--- src/rtl/axis_loopback_pkg.sv ---
// Shared definitions for the AXI4-Stream loopback block: CSR byte offsets,
// CTRL bit positions and layout, CTRL reset value and the CSR FSM state types.
// Latency / backpressure: not applicable (definitions only).
package axis_loopback_pkg;

   localparam logic [3:0] CTRL_OFS     = 4'h0;
   localparam logic [3:0] STATUS_OFS   = 4'h4;
   localparam logic [3:0] XOR_MASK_OFS = 4'h8;
   localparam logic [3:0] PKT_CNT_OFS  = 4'hC;

   localparam int CTRL_ENABLE_BIT = 0;
   localparam int CTRL_FLUSH_BIT  = 1;

   // FLUSH is a write-only strobe; the stored copy is always 0 so it reads back 0.
   typedef struct packed {
      logic flush;
      logic enable;
   } ctrl_t;

   localparam ctrl_t CTRL_RESET = '{flush: 1'b0, enable: 1'b1};

   typedef enum logic {WR_IDLE, WR_RESP} wr_state_t;
   typedef enum logic {RD_IDLE, RD_DATA} rd_state_t;

endpackage

--- src/rtl/sync_fifo_fwft.sv ---
// Synchronous first-word-fall-through FIFO with a synchronous flush.
// Latency: a word pushed in cycle N is visible on pop_data/!empty in cycle N+1.
// Backpressure: push is ignored while full, pop is ignored while empty; flush wins over both.
// Ports: clk, rst (async, active-high), push/push_data, pop/pop_data, flush, full, empty, level.
module sync_fifo_fwft #(
   parameter int WIDTH = 8,
   parameter int DEPTH = 16
) (
   input  logic                     clk,
   input  logic                     rst,
   input  logic                     push,
   input  logic [WIDTH-1:0]         push_data,
   input  logic                     pop,
   input  logic                     flush,
   output logic [WIDTH-1:0]         pop_data,
   output logic                     full,
   output logic                     empty,
   output logic [$clog2(DEPTH):0]   level
);
   localparam int AW = $clog2(DEPTH);

   // One extra pointer bit distinguishes full from empty when the indices match.
   logic [AW:0]      wr_ptr;
   logic [AW:0]      rd_ptr;
   logic [WIDTH-1:0] mem [DEPTH];
   logic             do_push;
   logic             do_pop;

   assign empty    = (wr_ptr == rd_ptr);
   assign full     = (wr_ptr[AW] != rd_ptr[AW]) && (wr_ptr[AW-1:0] == rd_ptr[AW-1:0]);
   assign level    = wr_ptr - rd_ptr;
   assign do_push  = push && !full;
   assign do_pop   = pop && !empty;
   assign pop_data = mem[rd_ptr[AW-1:0]];

   always_ff @(posedge clk or posedge rst) begin
      if (rst) begin
         wr_ptr <= '0;
         rd_ptr <= '0;
      end else if (flush) begin
         wr_ptr <= '0;
         rd_ptr <= '0;
      end else begin
         if (do_push) wr_ptr <= wr_ptr + 1'b1;
         if (do_pop)  rd_ptr <= rd_ptr + 1'b1;
      end
   end

   // Storage needs no reset: the pointers alone define what is valid.
   always_ff @(posedge clk) begin
      if (do_push && !flush) mem[wr_ptr[AW-1:0]] <= push_data;
   end

endmodule

--- src/rtl/axis_loopback_fifo.sv ---
// H2C->C2H AXI4-Stream loopback through an FWFT FIFO, with an AXI4-Lite CSR bank (enable, flush, XOR mask, status).
// Latency: H2C beat accepted in cycle N is offered on C2H in N+1; CSR bvalid/rvalid one cycle after acceptance.
// Backpressure: H2C tready low when full, disabled or flushing; C2H word held while tvalid && !tready.
// Ports: AXI_clock, AXI_reset (async, active-high); AXIL_* AXI4-Lite slave; AXIS_H2C_* in; AXIS_C2H_* out.
// Optional: define AXIS_LOOPBACK_STATS_EN to implement the PKT_CNT counter at offset 0xC (reads 0 otherwise).
module axis_loopback_fifo
   import axis_loopback_pkg::*;
#(
   parameter int AXIL_DATA_WIDTH    = 32,
   parameter int AXIL_ADDRESS_WIDTH = 4,
   parameter int TDATA_WIDTH        = 64,
   parameter int FIFO_DEPTH         = 16
) (
   input  logic                          AXI_clock,
   input  logic                          AXI_reset,
   input  logic [AXIL_ADDRESS_WIDTH-1:0] AXIL_awaddr,
   input  logic [2:0]                    AXIL_awprot,
   input  logic                          AXIL_awvalid,
   output logic                          AXIL_awready,
   input  logic [AXIL_DATA_WIDTH-1:0]    AXIL_wdata,
   input  logic [AXIL_DATA_WIDTH/8-1:0]  AXIL_wstrb,
   input  logic                          AXIL_wvalid,
   output logic                          AXIL_wready,
   output logic [1:0]                    AXIL_bresp,
   output logic                          AXIL_bvalid,
   input  logic                          AXIL_bready,
   input  logic [AXIL_ADDRESS_WIDTH-1:0] AXIL_araddr,
   input  logic [2:0]                    AXIL_arprot,
   input  logic                          AXIL_arvalid,
   output logic                          AXIL_arready,
   output logic [AXIL_DATA_WIDTH-1:0]    AXIL_rdata,
   output logic [1:0]                    AXIL_rresp,
   output logic                          AXIL_rvalid,
   input  logic                          AXIL_rready,
   input  logic [TDATA_WIDTH-1:0]        AXIS_H2C_tdata,
   input  logic [TDATA_WIDTH/8-1:0]      AXIS_H2C_tkeep,
   input  logic                          AXIS_H2C_tlast,
   input  logic                          AXIS_H2C_tvalid,
   output logic                          AXIS_H2C_tready,
   output logic [TDATA_WIDTH-1:0]        AXIS_C2H_tdata,
   output logic [TDATA_WIDTH/8-1:0]      AXIS_C2H_tkeep,
   output logic                          AXIS_C2H_tlast,
   output logic                          AXIS_C2H_tvalid,
   input  logic                          AXIS_C2H_tready
);
   localparam int ENTRY_WIDTH = 1 + TDATA_WIDTH/8 + TDATA_WIDTH;
   localparam int LEVEL_WIDTH = $clog2(FIFO_DEPTH) + 1;
   localparam logic [AXIL_ADDRESS_WIDTH-1:0] CTRL_A    = AXIL_ADDRESS_WIDTH'(CTRL_OFS);
   localparam logic [AXIL_ADDRESS_WIDTH-1:0] STATUS_A  = AXIL_ADDRESS_WIDTH'(STATUS_OFS);
   localparam logic [AXIL_ADDRESS_WIDTH-1:0] XOR_A     = AXIL_ADDRESS_WIDTH'(XOR_MASK_OFS);
   localparam logic [AXIL_ADDRESS_WIDTH-1:0] PKT_CNT_A = AXIL_ADDRESS_WIDTH'(PKT_CNT_OFS);

   wr_state_t                     wr_state, wr_state_nxt;
   rd_state_t                     rd_state, rd_state_nxt;
   ctrl_t                         ctrl_q;
   logic [31:0]                   xor_mask_q;
   logic [31:0]                   pkt_cnt;
   logic [31:0]                   rd_word;
   logic [31:0]                   rdata_q;
   logic                          wr_fire;
   logic                          rd_fire;
   logic                          flush_now;
   logic                          h2c_push;
   logic                          c2h_pop;
   logic [AXIL_ADDRESS_WIDTH-1:0] wr_addr;
   logic [AXIL_ADDRESS_WIDTH-1:0] rd_addr;
   logic                          fifo_full;
   logic                          fifo_empty;
   logic [LEVEL_WIDTH-1:0]        fifo_level;
   logic [ENTRY_WIDTH-1:0]        fifo_in;
   logic [ENTRY_WIDTH-1:0]        fifo_out;
   logic                          unused_inputs;

   // Registers are word-aligned; byte-lane address bits and prot are don't-care.
   assign wr_addr       = {AXIL_awaddr[AXIL_ADDRESS_WIDTH-1:2], 2'b00};
   assign rd_addr       = {AXIL_araddr[AXIL_ADDRESS_WIDTH-1:2], 2'b00};
   assign unused_inputs = ^{AXIL_awprot, AXIL_arprot, AXIL_awaddr[1:0], AXIL_araddr[1:0]};

   // ---------------- CSR FSMs ----------------
   always_ff @(posedge AXI_clock or posedge AXI_reset) begin
      if (AXI_reset) begin
         wr_state <= WR_IDLE;
         rd_state <= RD_IDLE;
      end else begin
         wr_state <= wr_state_nxt;
         rd_state <= rd_state_nxt;
      end
   end

   always_comb begin
      wr_state_nxt = wr_state;
      wr_fire      = 1'b0;
      AXIL_bvalid  = 1'b0;
      case (wr_state)
         WR_IDLE: if (AXIL_awvalid && AXIL_wvalid && !AXI_reset) begin
            wr_fire      = 1'b1;
            wr_state_nxt = WR_RESP;
         end
         WR_RESP: begin
            AXIL_bvalid = 1'b1;
            if (AXIL_bready) wr_state_nxt = WR_IDLE;
         end
         default: wr_state_nxt = WR_IDLE;
      endcase
   end

   always_comb begin
      rd_state_nxt = rd_state;
      rd_fire      = 1'b0;
      AXIL_arready = 1'b0;
      AXIL_rvalid  = 1'b0;
      case (rd_state)
         RD_IDLE: begin
            AXIL_arready = !AXI_reset;
            if (AXIL_arvalid && !AXI_reset) begin
               rd_fire      = 1'b1;
               rd_state_nxt = RD_DATA;
            end
         end
         RD_DATA: begin
            AXIL_rvalid = 1'b1;
            if (AXIL_rready) rd_state_nxt = RD_IDLE;
         end
         default: rd_state_nxt = RD_IDLE;
      endcase
   end

   assign AXIL_awready = wr_fire;
   assign AXIL_wready  = wr_fire;
   assign AXIL_bresp   = 2'b00;
   assign AXIL_rresp   = 2'b00;
   assign AXIL_rdata   = rdata_q;

   // ---------------- CSR registers ----------------
   always_ff @(posedge AXI_clock or posedge AXI_reset) begin
      if (AXI_reset) begin
         ctrl_q     <= CTRL_RESET;
         xor_mask_q <= '0;
      end else if (wr_fire) begin
         if (wr_addr == CTRL_A && AXIL_wstrb[0]) ctrl_q.enable <= AXIL_wdata[CTRL_ENABLE_BIT];
         if (wr_addr == XOR_A) begin
            for (int b = 0; b < 4; b++) begin
               if (AXIL_wstrb[b]) xor_mask_q[8*b +: 8] <= AXIL_wdata[8*b +: 8];
            end
         end
      end
   end

   always_comb begin
      rd_word = '0;
      if (rd_addr == CTRL_A) begin
         rd_word = {30'd0, ctrl_q};
      end else if (rd_addr == STATUS_A) begin
         rd_word[10:0] = 11'(fifo_level);
         rd_word[16]   = fifo_empty;
         rd_word[17]   = fifo_full;
      end else if (rd_addr == XOR_A) begin
         rd_word = xor_mask_q;
      end else if (rd_addr == PKT_CNT_A) begin
         rd_word = pkt_cnt;
      end
   end

   always_ff @(posedge AXI_clock or posedge AXI_reset) begin
      if (AXI_reset)    rdata_q <= '0;
      else if (rd_fire) rdata_q <= rd_word;
   end

   // ---------------- Stream path ----------------
   // Flush acts on the edge that accepts the CTRL write, so the pointers are already
   // zero the following cycle; H2C is held off in that cycle so no beat is lost silently.
   assign flush_now = wr_fire && (wr_addr == CTRL_A) && AXIL_wstrb[0] && AXIL_wdata[CTRL_FLUSH_BIT];

   assign AXIS_H2C_tready = !AXI_reset && ctrl_q.enable && !fifo_full && !flush_now;
   assign h2c_push        = AXIS_H2C_tvalid && AXIS_H2C_tready;
   assign AXIS_C2H_tvalid = !fifo_empty;
   assign c2h_pop         = AXIS_C2H_tvalid && AXIS_C2H_tready;

   // The mask is applied on entry so later mask writes never alter buffered beats.
   assign fifo_in = {AXIS_H2C_tlast, AXIS_H2C_tkeep,
                     AXIS_H2C_tdata ^ {(TDATA_WIDTH/32){xor_mask_q}}};
   assign {AXIS_C2H_tlast, AXIS_C2H_tkeep, AXIS_C2H_tdata} = fifo_out;

   sync_fifo_fwft #(
      .WIDTH (ENTRY_WIDTH),
      .DEPTH (FIFO_DEPTH)
   ) u_fifo (
      .clk       (AXI_clock),
      .rst       (AXI_reset),
      .push      (h2c_push),
      .push_data (fifo_in),
      .pop       (c2h_pop),
      .flush     (flush_now),
      .pop_data  (fifo_out),
      .full      (fifo_full),
      .empty     (fifo_empty),
      .level     (fifo_level)
   );

   // ---------------- Packet counter ----------------
`ifdef AXIS_LOOPBACK_STATS_EN
   logic [31:0] pkt_cnt_q;

   // Any write clears; a flush leaves it alone.
   always_ff @(posedge AXI_clock or posedge AXI_reset) begin
      if (AXI_reset)                             pkt_cnt_q <= '0;
      else if (wr_fire && wr_addr == PKT_CNT_A)  pkt_cnt_q <= '0;
      else if (c2h_pop && AXIS_C2H_tlast)        pkt_cnt_q <= pkt_cnt_q + 32'd1;
   end

   assign pkt_cnt = pkt_cnt_q;
`else
   assign pkt_cnt = '0;
`endif

endmodule
--- config.mk ---
export PLATFORM = sky130hd
export DESIGN_NAME = axis_loopback_fifo
export DESIGN_NICKNAME = d
export VERILOG_FILES = /design/src/rtl/axis_loopback_pkg.sv /design/src/rtl/sync_fifo_fwft.sv /design/src/rtl/axis_loopback_fifo.sv
export SDC_FILE = /design/constraint.sdc
export NUM_CORES = 1
export LEC_CHECK = 0
export CAP_MARGIN = 20
export CORE_MARGIN = 5
export CORE_UTILIZATION = 50
export DETAILED_ROUTE_END_ITERATION = 8
export MAX_ROUTING_LAYER = met4
export PLACE_DENSITY_LB_ADDON = 0.08
export SLEW_MARGIN = 20
export SYNTH_ARGS = -nofsm -noshare
export SYNTH_HDL_FRONTEND = slang
export SYNTH_SLANG_ARGS = --single-unit
--- constraint.sdc ---
create_clock -name AXI_clock -period 12.2 [get_ports AXI_clock]
set_input_delay 3.66 -clock AXI_clock [delete_from_list [all_inputs] [get_ports AXI_clock]]
set_output_delay 3.66 -clock AXI_clock [all_outputs]
set_load 0.05 [all_outputs]
==> results of run 1 <==
==> worst max-delay path, cell delays in order <==
cell,delay (ns)
sky130_fd_sc_hd__clkdlybuf4s50_1,0.76
sky130_fd_sc_hd__nand4bb_4,0.28
sky130_fd_sc_hd__nor4_2,0.07
sky130_fd_sc_hd__buf_4,0.19
sky130_fd_sc_hd__nor4b_1,0.35
sky130_fd_sc_hd__clkdlybuf4s50_1,0.89
==> worst min-delay path by stage <==
| stage | endpoint | slack [ns] | cells after the start |
|---|---|---|---|
| 2_1_floorplan | AXIL_rdata[10] | 0.55 | 2 |
| 3_3_place_gp | AXIL_rdata[20] | 0.46 | 2 |
| 3_5_place_dp | AXIL_rdata[28] | 0.46 | 2 |
| 4_1_cts | AXIL_rdata[28] | 0.47 | 2 |
| 5_1_grt | AXIL_rdata[26] | 0.49 | 2 |
| 6_report | AXIL_rdata[28] | 0.47 | 2 |
==> layout make-up <==
type / count / area, sq um
well taps: 1265 / 1580
fillers: 6828 / 39100
multi-input cells: 813 / 10300
flip-flops and latches: 1245 / 37000
clock buffers: 166 / 3490
clock inverters: 57 / 513
inverters: 12 / 47.5
repair buffers: 289 / 2820
diodes: 3 / 7.51
==> cell families after synthesis <==
logic type | after synthesis
flops | 1245
fa+ha+maj | 10
simple gates | 222
other cells | 1
buf+inv | 127
xor+xnor | 74
compound gates | 175
mux | 328
==> power breakdown <==
part / internal, mW / total, mW / switching (mW)
logic: 1.62 / 4.27 / 2.65
clock network: 2.17 / 3.75 / 1.57
registers: 5.00 / 5.21 / 0.217
total: 8.79 / 13.2 / 4.44
==> cells in the final DEF, fill, tap and decap left out, drive strengths merged, types with 3 or more instances in the layout <==
cell / netlist / final
a22oi: 148 / 148
mux2: 33 / 33
mux2i: 3 / 3
clkinv: 0 / 42
bufinv: 0 / 7
nand3: 30 / 30
mux4: 292 / 292
nor4b: 5 / 5
clkbuf: 60 / 167
conb: 1 / 4
nand2: 137 / 137
clkdlybuf4s50: 0 / 233
nor2: 25 / 25
o21ai: 10 / 10
ha: 9 / 9
buf: 55 / 55
diode: 0 / 3
nor3b: 4 / 4
nor3: 6 / 6
inv: 12 / 19
xnor2: 4 / 4
xor2: 70 / 70
dfrtp: 76 / 76
or3: 3 / 3
edfxtp: 1168 / 1168
a21oi: 9 / 9
==> per-layer routing <==
| metal | routed length [um] | vias up | track usage, % | share of wire [%] |
|---|---|---|---|---|
| li1 | - | 9688 | - | - |
| met1 | 52900 | 12893 | 36.4 | 43 |
| met2 | 59600 | 930 | 38.4 | 48 |
| met3 | 8840 | 161 | 4.38 | 7.2 |
| met4 | 2110 | 0 | 5.31 | 1.7 |
| met5 | 0 | - | - | 0 |
==> stage by stage <==
step                      hold WS [ns]  total power [mW]
after floorplan                  0.545              8.19
after global routing             0.494              13.8
final                            0.469              13.2
after global placement           0.460              9.56
after detailed placement         0.458              9.61
after CTS                        0.471              13.4
==> sequential cells by signal, summed over array words and instances (netlist names) <==
| signal | cells |
|---|---|
| u_fifo.wr_ptr | 5 |
| u_fifo.rd_ptr | 5 |
| ctrl_q | 1 |
| wr_state | 1 |
| AXIL_rdata | 32 |
| xor_mask_q | 32 |
| rd_state | 1 |
| u_fifo.mem | 1168 |
==> impl_summary.txt, run 1 <==
----------------------------------------------------
[Critical path]
  Reg-to-reg slack, setup ... 6.37 ns
  Count of cells along the worst register-to-register path ... 8
  Critical Path End ... AXIS_H2C_tready
  Critical path data arrival time ... 6.20 ns
  Capturing point of the worst reg2reg path ... u_fifo.mem[1][51]
  Crit path kind ... in2out
  Crit path launch ... AXI_reset
  Required time of the worst setup path ... 8.54 ns
  Worst R2R Start ... u_fifo.rd_ptr[0]
  Critical path startpoint category ... primary input
  Worst Setup End Kind ... output pin
  CP Max Fanout ... 13

[Placed design]
  Pre-CTS setup slack ... 2.38 ns
  Total half-perimeter wirelength after legalization and detailed placement ... 67300 um
  Placer congestion estimate ... 0.782
  Instance count after placement with tap cells included ... 3621
  Cell area after placement ... 0.0516 sq mm
  # port buffers ... 233

[Power and ir drop]
  Leakage power total ... 18.2 nW
  Power per Cell Area ... 237 mW/mm^2
  Max VDD drop ... 0.179 mV

[Logic synthesis]
  Dominant combinational cell family by area after synthesis ... multiplexers
  Count of flip-flops with a built-in enable after synthesis ... 1168
  Synthesized-area fraction occupied by adder cells ... 0.278%
  Number of instances in the synthesized netlist ... 2182
  Share of the yosys chip area belonging to registers ... 77.6%
  Yosys top cell by area ... sky130_fd_sc_hd__edfxtp_1
  Post-synthesis simple-gate area fraction ... 2.13%
  Share of synthesized area spent on multiplexers ... 14.6%
  Post-synth design cell area ... 0.0477 sq mm
  Number of distinct library cells after synthesis ... 47
  Share of Yosys cell area claimed by the top area cell type ... 73.5%
  Flops & latches, synth ... 1245
  Most frequent cell after synthesis ... sky130_fd_sc_hd__edfxtp_1
  Synth Area in XOR/XNOR ... 1.36%
  Synthesized-area fraction occupied by ao, oa, aoi and oai cells ... 2.66%
  Primary FF master, synth ... sky130_fd_sc_hd__edfxtp_1
  Fraction of synthesis flops using an asynchronous set or reset pin ... 6.18%
  Leading post-synthesis cells by cell area ... sky130_fd_sc_hd__edfxtp_1 74%, sky130_fd_sc_hd__mux4_2 14%, sky130_fd_sc_hd__dfrtp_1 4.0%
  Average cell area after synthesis ... 21.9 sq um
  Leading post-synthesis cells by instance count ... 1168 x sky130_fd_sc_hd__edfxtp_1, 292 x sky130_fd_sc_hd__mux4_2, 148 x sky130_fd_sc_hd__a22oi_1, 133 x sky130_fd_sc_hd__nand2_1, 76 x sky130_fd_sc_hd__dfrtp_1
  Synth warn ... 1

[Clock tree]
  CTS H-Tree Depth ... 4
  Maximum number of buffers from clock root to sink ... 3
  CTS tree ... yes
  Hold bufs inserted after CTS ... 0
  Number of clock sinks ... 1245
  Number of setup buffers added after CTS ... 0
  Clock-pin slew reported for the worst setup and hold paths after clock tree synthesis ... 0.06 ns
  Clock latency on the worst-skew pair ... 0.72 ns
  Number of cells upsized or downsized after cts ... 0
  Root cell of the clock tree ... sky130_fd_sc_hd__clkbuf_16
  Total CTS buffers ... 131

[Detailed routing]
  Violation count after the first detailed-routing iteration ... 2031
  Average wire per standard cell ... 32.1 um
  Count of vias placed by the detailed router ... 23.7k
  Detailed Route WL ... 123000 um
  ANT nets after route ... 0
  Number of detailed-routing iterations run before antenna repair ... 5
  Via-per-instance ratio ... 6.15
  Residual DRC count ... 0

[STA]
  Worst Tran Pin Value ... 1.27 ns
  Final clock period utilization by the worst path ... 80.8%
  Final setup fails ... 0
  Final hold vios ... 0
  Sum Neg Setup Slack ... 0 ns
  Clock period minus worst slack ... 9.86 ns
  Worst Skew ... 0.0215 ns
  Fmax ... 101 MHz
  Slew Limit Fails ... 0
  Worst Slack Setup Final ... 2.34 ns
  Headroom to the max-slew limit ... 15.2%
  Setup repair after global routing missed its margin ... false

[Floorplanning]
  Height of the chip ... 319 um
  Effective utilization at floorplan ... 50.3%
  Die outline area ... 0.102 sq mm
  Top-Level Pins ... 248
  X dimension of the die ... 319 um
  Area inside the core boundary ... 0.0949 sq mm
  Standard-cell row count ... 113

[Global route]
  Number of antenna violations at the first check in global routing ... 5
  Largest net degree at the start of global routing ... 140
  Total congestion overflow ... 0
  Number of global-route vias before repair ... 24.5k
  Overall Global Routing Usage ... 25.1%
  Global-route wire length before repair ... 177000 um

[Layout]
  Area growth, synth to finish ... 16.8%
  End-of-flow core utilization ... 58.8%
  Fin cells ... 3850
  Fraction of final layout cells sized beyond drive strength 1 ... 22.9%
  Post-Layout Inst Area ... 0.0557 sq mm
  Number of nets in the finished design ... 2634

[Hold path]
  Class of the tightest hold or removal check ... reg2reg
  Critical hold path startpoint ... AXIL_rdata[28]

[Flow run]
  Maximum capacitance violations ... 0

[Outcome]
  Outcome ... finished, final reports clean

----------------------------------------------------
No activity file was read; power rests on OpenSTA's default activity.
==> inputs of run 2 (changes only) <==
==> constraint.sdc (replaced) <==
create_clock -name AXI_clock -period 7.95 [get_ports AXI_clock]
set_input_delay 2.385 -clock AXI_clock [delete_from_list [all_inputs] [get_ports AXI_clock]]
set_output_delay 2.385 -clock AXI_clock [all_outputs]
set_load 0.05 [all_outputs]
==> run 2 against run 1 <==
  * Worst setup slack worse by 1.8 ns
  * Via count is 0.26% lower
  * Non-clock buffer count stayed put
  * Design area is 0.29% higher
  * Sequential power is 54% higher
  * Clock-buffer cell count is 12 higher
  * Sequential share of layout area is 0.19 points lower
  * Wire length is 0.22% lower
  * Flip-flop and latch count stayed put
  * Largest cell class unchanged
  * Highest routed layer unchanged
==> impl_summary.txt, run 2 (synthesis results as in run 1) <==
----------------------------------------------------
[Critical path]
  Critical path, cell by cell ... clkdlybuf4s50_1, buf_4, nor2_1, clkdlybuf4s50_1
  Capturing point of the worst reg2reg path ... u_fifo.mem[10][48]
  Largest stage delay on the critical path ... 0.95 ns
  Critical path data arrival time ... 5.05 ns
  Count of cells along the worst register-to-register path ... 7
  Worst R2R Start ... u_fifo.rd_ptr[1]
  Critical path startpoint category ... primary input
  CP Max Fanout ... 5
  Worst Setup End Kind ... output pin
  Required time of the worst setup path ... 5.57 ns
  Crit path kind ... in2out
  Master of the slowest instance on the critical path ... sky130_fd_sc_hd__clkdlybuf4s50_1
  Reg-to-reg slack, setup ... 3.18 ns
  Crit path launch ... AXI_reset
  Most frequent cell on the critical path ... sky130_fd_sc_hd__clkdlybuf4s50_1

[Clock tree]
  Number of clock sinks ... 1245
  Root cell of the clock tree ... sky130_fd_sc_hd__clkbuf_16
  Number of cells upsized or downsized after cts ... 0
  Clock latency on the worst-skew pair ... 0.73 ns
  Maximum number of buffers from clock root to sink ... 3
  Number of setup buffers added after CTS ... 0
  Clock-pin slew reported for the worst setup and hold paths after clock tree synthesis ... 0.05 ns
  CTS H-Tree Depth ... 4
  CTS tree ... yes
  Total CTS buffers ... 133
  Hold bufs inserted after CTS ... 0

[Detailed routing]
  Count of vias placed by the detailed router ... 23.6k
  ANT nets after route ... 0
  Residual DRC count ... 0
  Via-per-instance ratio ... 6.12
  Violation count after the first detailed-routing iteration ... 2357
  Detailed Route WL ... 123000 um
  Number of detailed-routing iterations run before antenna repair ... 5
  Average wire per standard cell ... 31.9 um

[Global route]
  Number of antenna violations at the first check in global routing ... 4
  Global-route wire length before repair ... 175000 um
  Number of global-route vias before repair ... 24.2k
  Total congestion overflow ... 0
  Overall Global Routing Usage ... 25.0%
  Largest net degree at the start of global routing ... 86

[STA]
  Sum Neg Setup Slack ... 0 ns
  Worst Skew ... 0.0225 ns
  Final clock period utilization by the worst path ... 93.5%
  Final hold vios ... 0
  Setup repair after global routing missed its margin ... false
  Headroom to the max-slew limit ... 21.8%
  Clock period minus worst slack ... 7.43 ns
  Slew Limit Fails ... 0
  Fmax ... 135 MHz
  Worst Tran Pin Value ... 1.17 ns
  Final setup fails ... 0
  Worst Slack Setup Final ... 0.517 ns

[Hold path]
  Hold endpoint ... AXIL_rdata[27]
  Critical hold path startpoint ... AXIL_rdata[27]
  Number of cells traversed by the worst hold path ... 2
  Class of the tightest hold or removal check ... reg2reg

[Layout]
  Number of nets in the finished design ... 2636
  Most common cell after layout, fill and taps aside ... sky130_fd_sc_hd__edfxtp_1
  Combined area of the multi-input logic cells ... 0.0103 sq mm
  Most frequent cells in the layout ... 1168 x sky130_fd_sc_hd__edfxtp_1, 292 x sky130_fd_sc_hd__mux4_2, 232 x sky130_fd_sc_hd__clkdlybuf4s50_1, 148 x sky130_fd_sc_hd__a22oi_1, 139 x sky130_fd_sc_hd__clkbuf_16
  Area growth, synth to finish ... 17.2%
  Total area of sequential cells ... 0.0370 sq mm
  Fraction of final layout cells sized beyond drive strength 1 ... 23.0%
  Number of flip-flops under the largest register name ... 1168
  Number of fillers in the final layout ... 6752

[Floorplanning]
  Area inside the core boundary ... 0.0949 sq mm
  Standard-cell row count ... 113
  Top-Level Pins ... 248
  Effective utilization at floorplan ... 50.3%
  Height of the chip ... 319 um
  X dimension of the die ... 319 um
  Die outline area ... 0.102 sq mm

[Power and ir drop]
  Power per Cell Area ... 364 mW/mm^2
  Power, Total ... 20.3 mW
  Leakage power total ... 18.3 nW
  Max VDD drop ... 0.388 mV

[Placed design]
  Placer congestion estimate ... 0.801
  Total half-perimeter wirelength after legalization and detailed placement ... 65700 um
  Pre-CTS setup slack ... 0.683 ns
  # port buffers ... 233

[Flow run]
  Maximum capacitance violations ... 0

[Outcome]
  Outcome ... finished, final reports clean

----------------------------------------------------
run 2: how the worst max path moves through the flow:
stage / end / slack, ns / cells after the start
2_1_floorplan: u_fifo.mem[12][0] / -0.82 / 5
3_3_place_gp: AXIL_arready / 0.64 / 4
3_5_place_dp: AXIL_arready / 0.68 / 4
4_1_cts: AXIL_arready / 0.65 / 4
5_1_grt: AXIL_arready / 0.41 / 4
6_report: AXIL_arready / 0.52 / 4
run 2: area by class of cell:
| type | count | share of cell area, % |
|---|---|---|
| Multi-Input combinational cell | 813 | 18.5 |
| Clock inverter | 53 | 0.680 |
| Clock buffer | 178 | 6.50 |
| Tap cell | 1265 | 2.83 |
| Inverter | 12 | 0.0850 |
| Timing Repair Buffer | 289 | 5.23 |
| Sequential cell | 1245 | 66.2 |
| Antenna cell | 1 | 0.00448 |
run 2: critical path: cells and delay by family:
| family | cells | cell delay, ns |
|---|---|---|
| buffers and inverters | 3 | 2.01 |
| AND/OR/NAND/NOR | 1 | 0.64 |
run 2: through the flow:
| step | std cells | hold slack [ns] | utilization (%) | cell area, sq um |
|---|---|---|---|---|
| after CTS | 3854 | 0.472 | 58.8 | 55800 |
| after floorplan | 2185 | 0.545 | - | 47800 |
| after global routing | 3856 | 0.510 | 58.9 | 55900 |
| after detailed placement | 3623 | 0.460 | 54.6 | 51800 |
| after global placement | 3623 | 0.459 | 54.6 | 51800 |
| final | 3856 | 0.470 | 58.9 | 55900 |
run 2: layer usage:
| layer | global-route usage (%) | part of all wire, % | vias up |
|---|---|---|---|
| li1 | - | - | 9690 |
| met1 | 34.8 | 41 | 12748 |
| met2 | 36.9 | 47 | 1035 |
| met3 | 7.76 | 11 | 137 |
| met4 | 5.61 | 1.8 | 0 |
| met5 | - | 0 | - |
run 2: power by group:
| group | switching (mW) | internal [mW] | total, mW |
|---|---|---|---|
| registers | 0.377 | 7.67 | 8.04 |
| clock network | 2.39 | 3.35 | 5.74 |
| logic | 4.05 | 2.51 | 6.56 |
| total | 6.82 | 13.5 | 20.3 |
==> inputs of run 3 (changes only) <==
--- a/config.mk
+++ b/config.mk
@@ -9,6 +9,7 @@
 export CORE_MARGIN = 5
 export CORE_UTILIZATION = 50
 export DETAILED_ROUTE_END_ITERATION = 8
+export GPL_ROUTABILITY_DRIVEN = 0
 export MAX_ROUTING_LAYER = met4
 export PLACE_DENSITY_LB_ADDON = 0.08
 export SLEW_MARGIN = 20
==> results of run 3 <==
No change in the layout: final DEF, timing and power equal those of run 2.
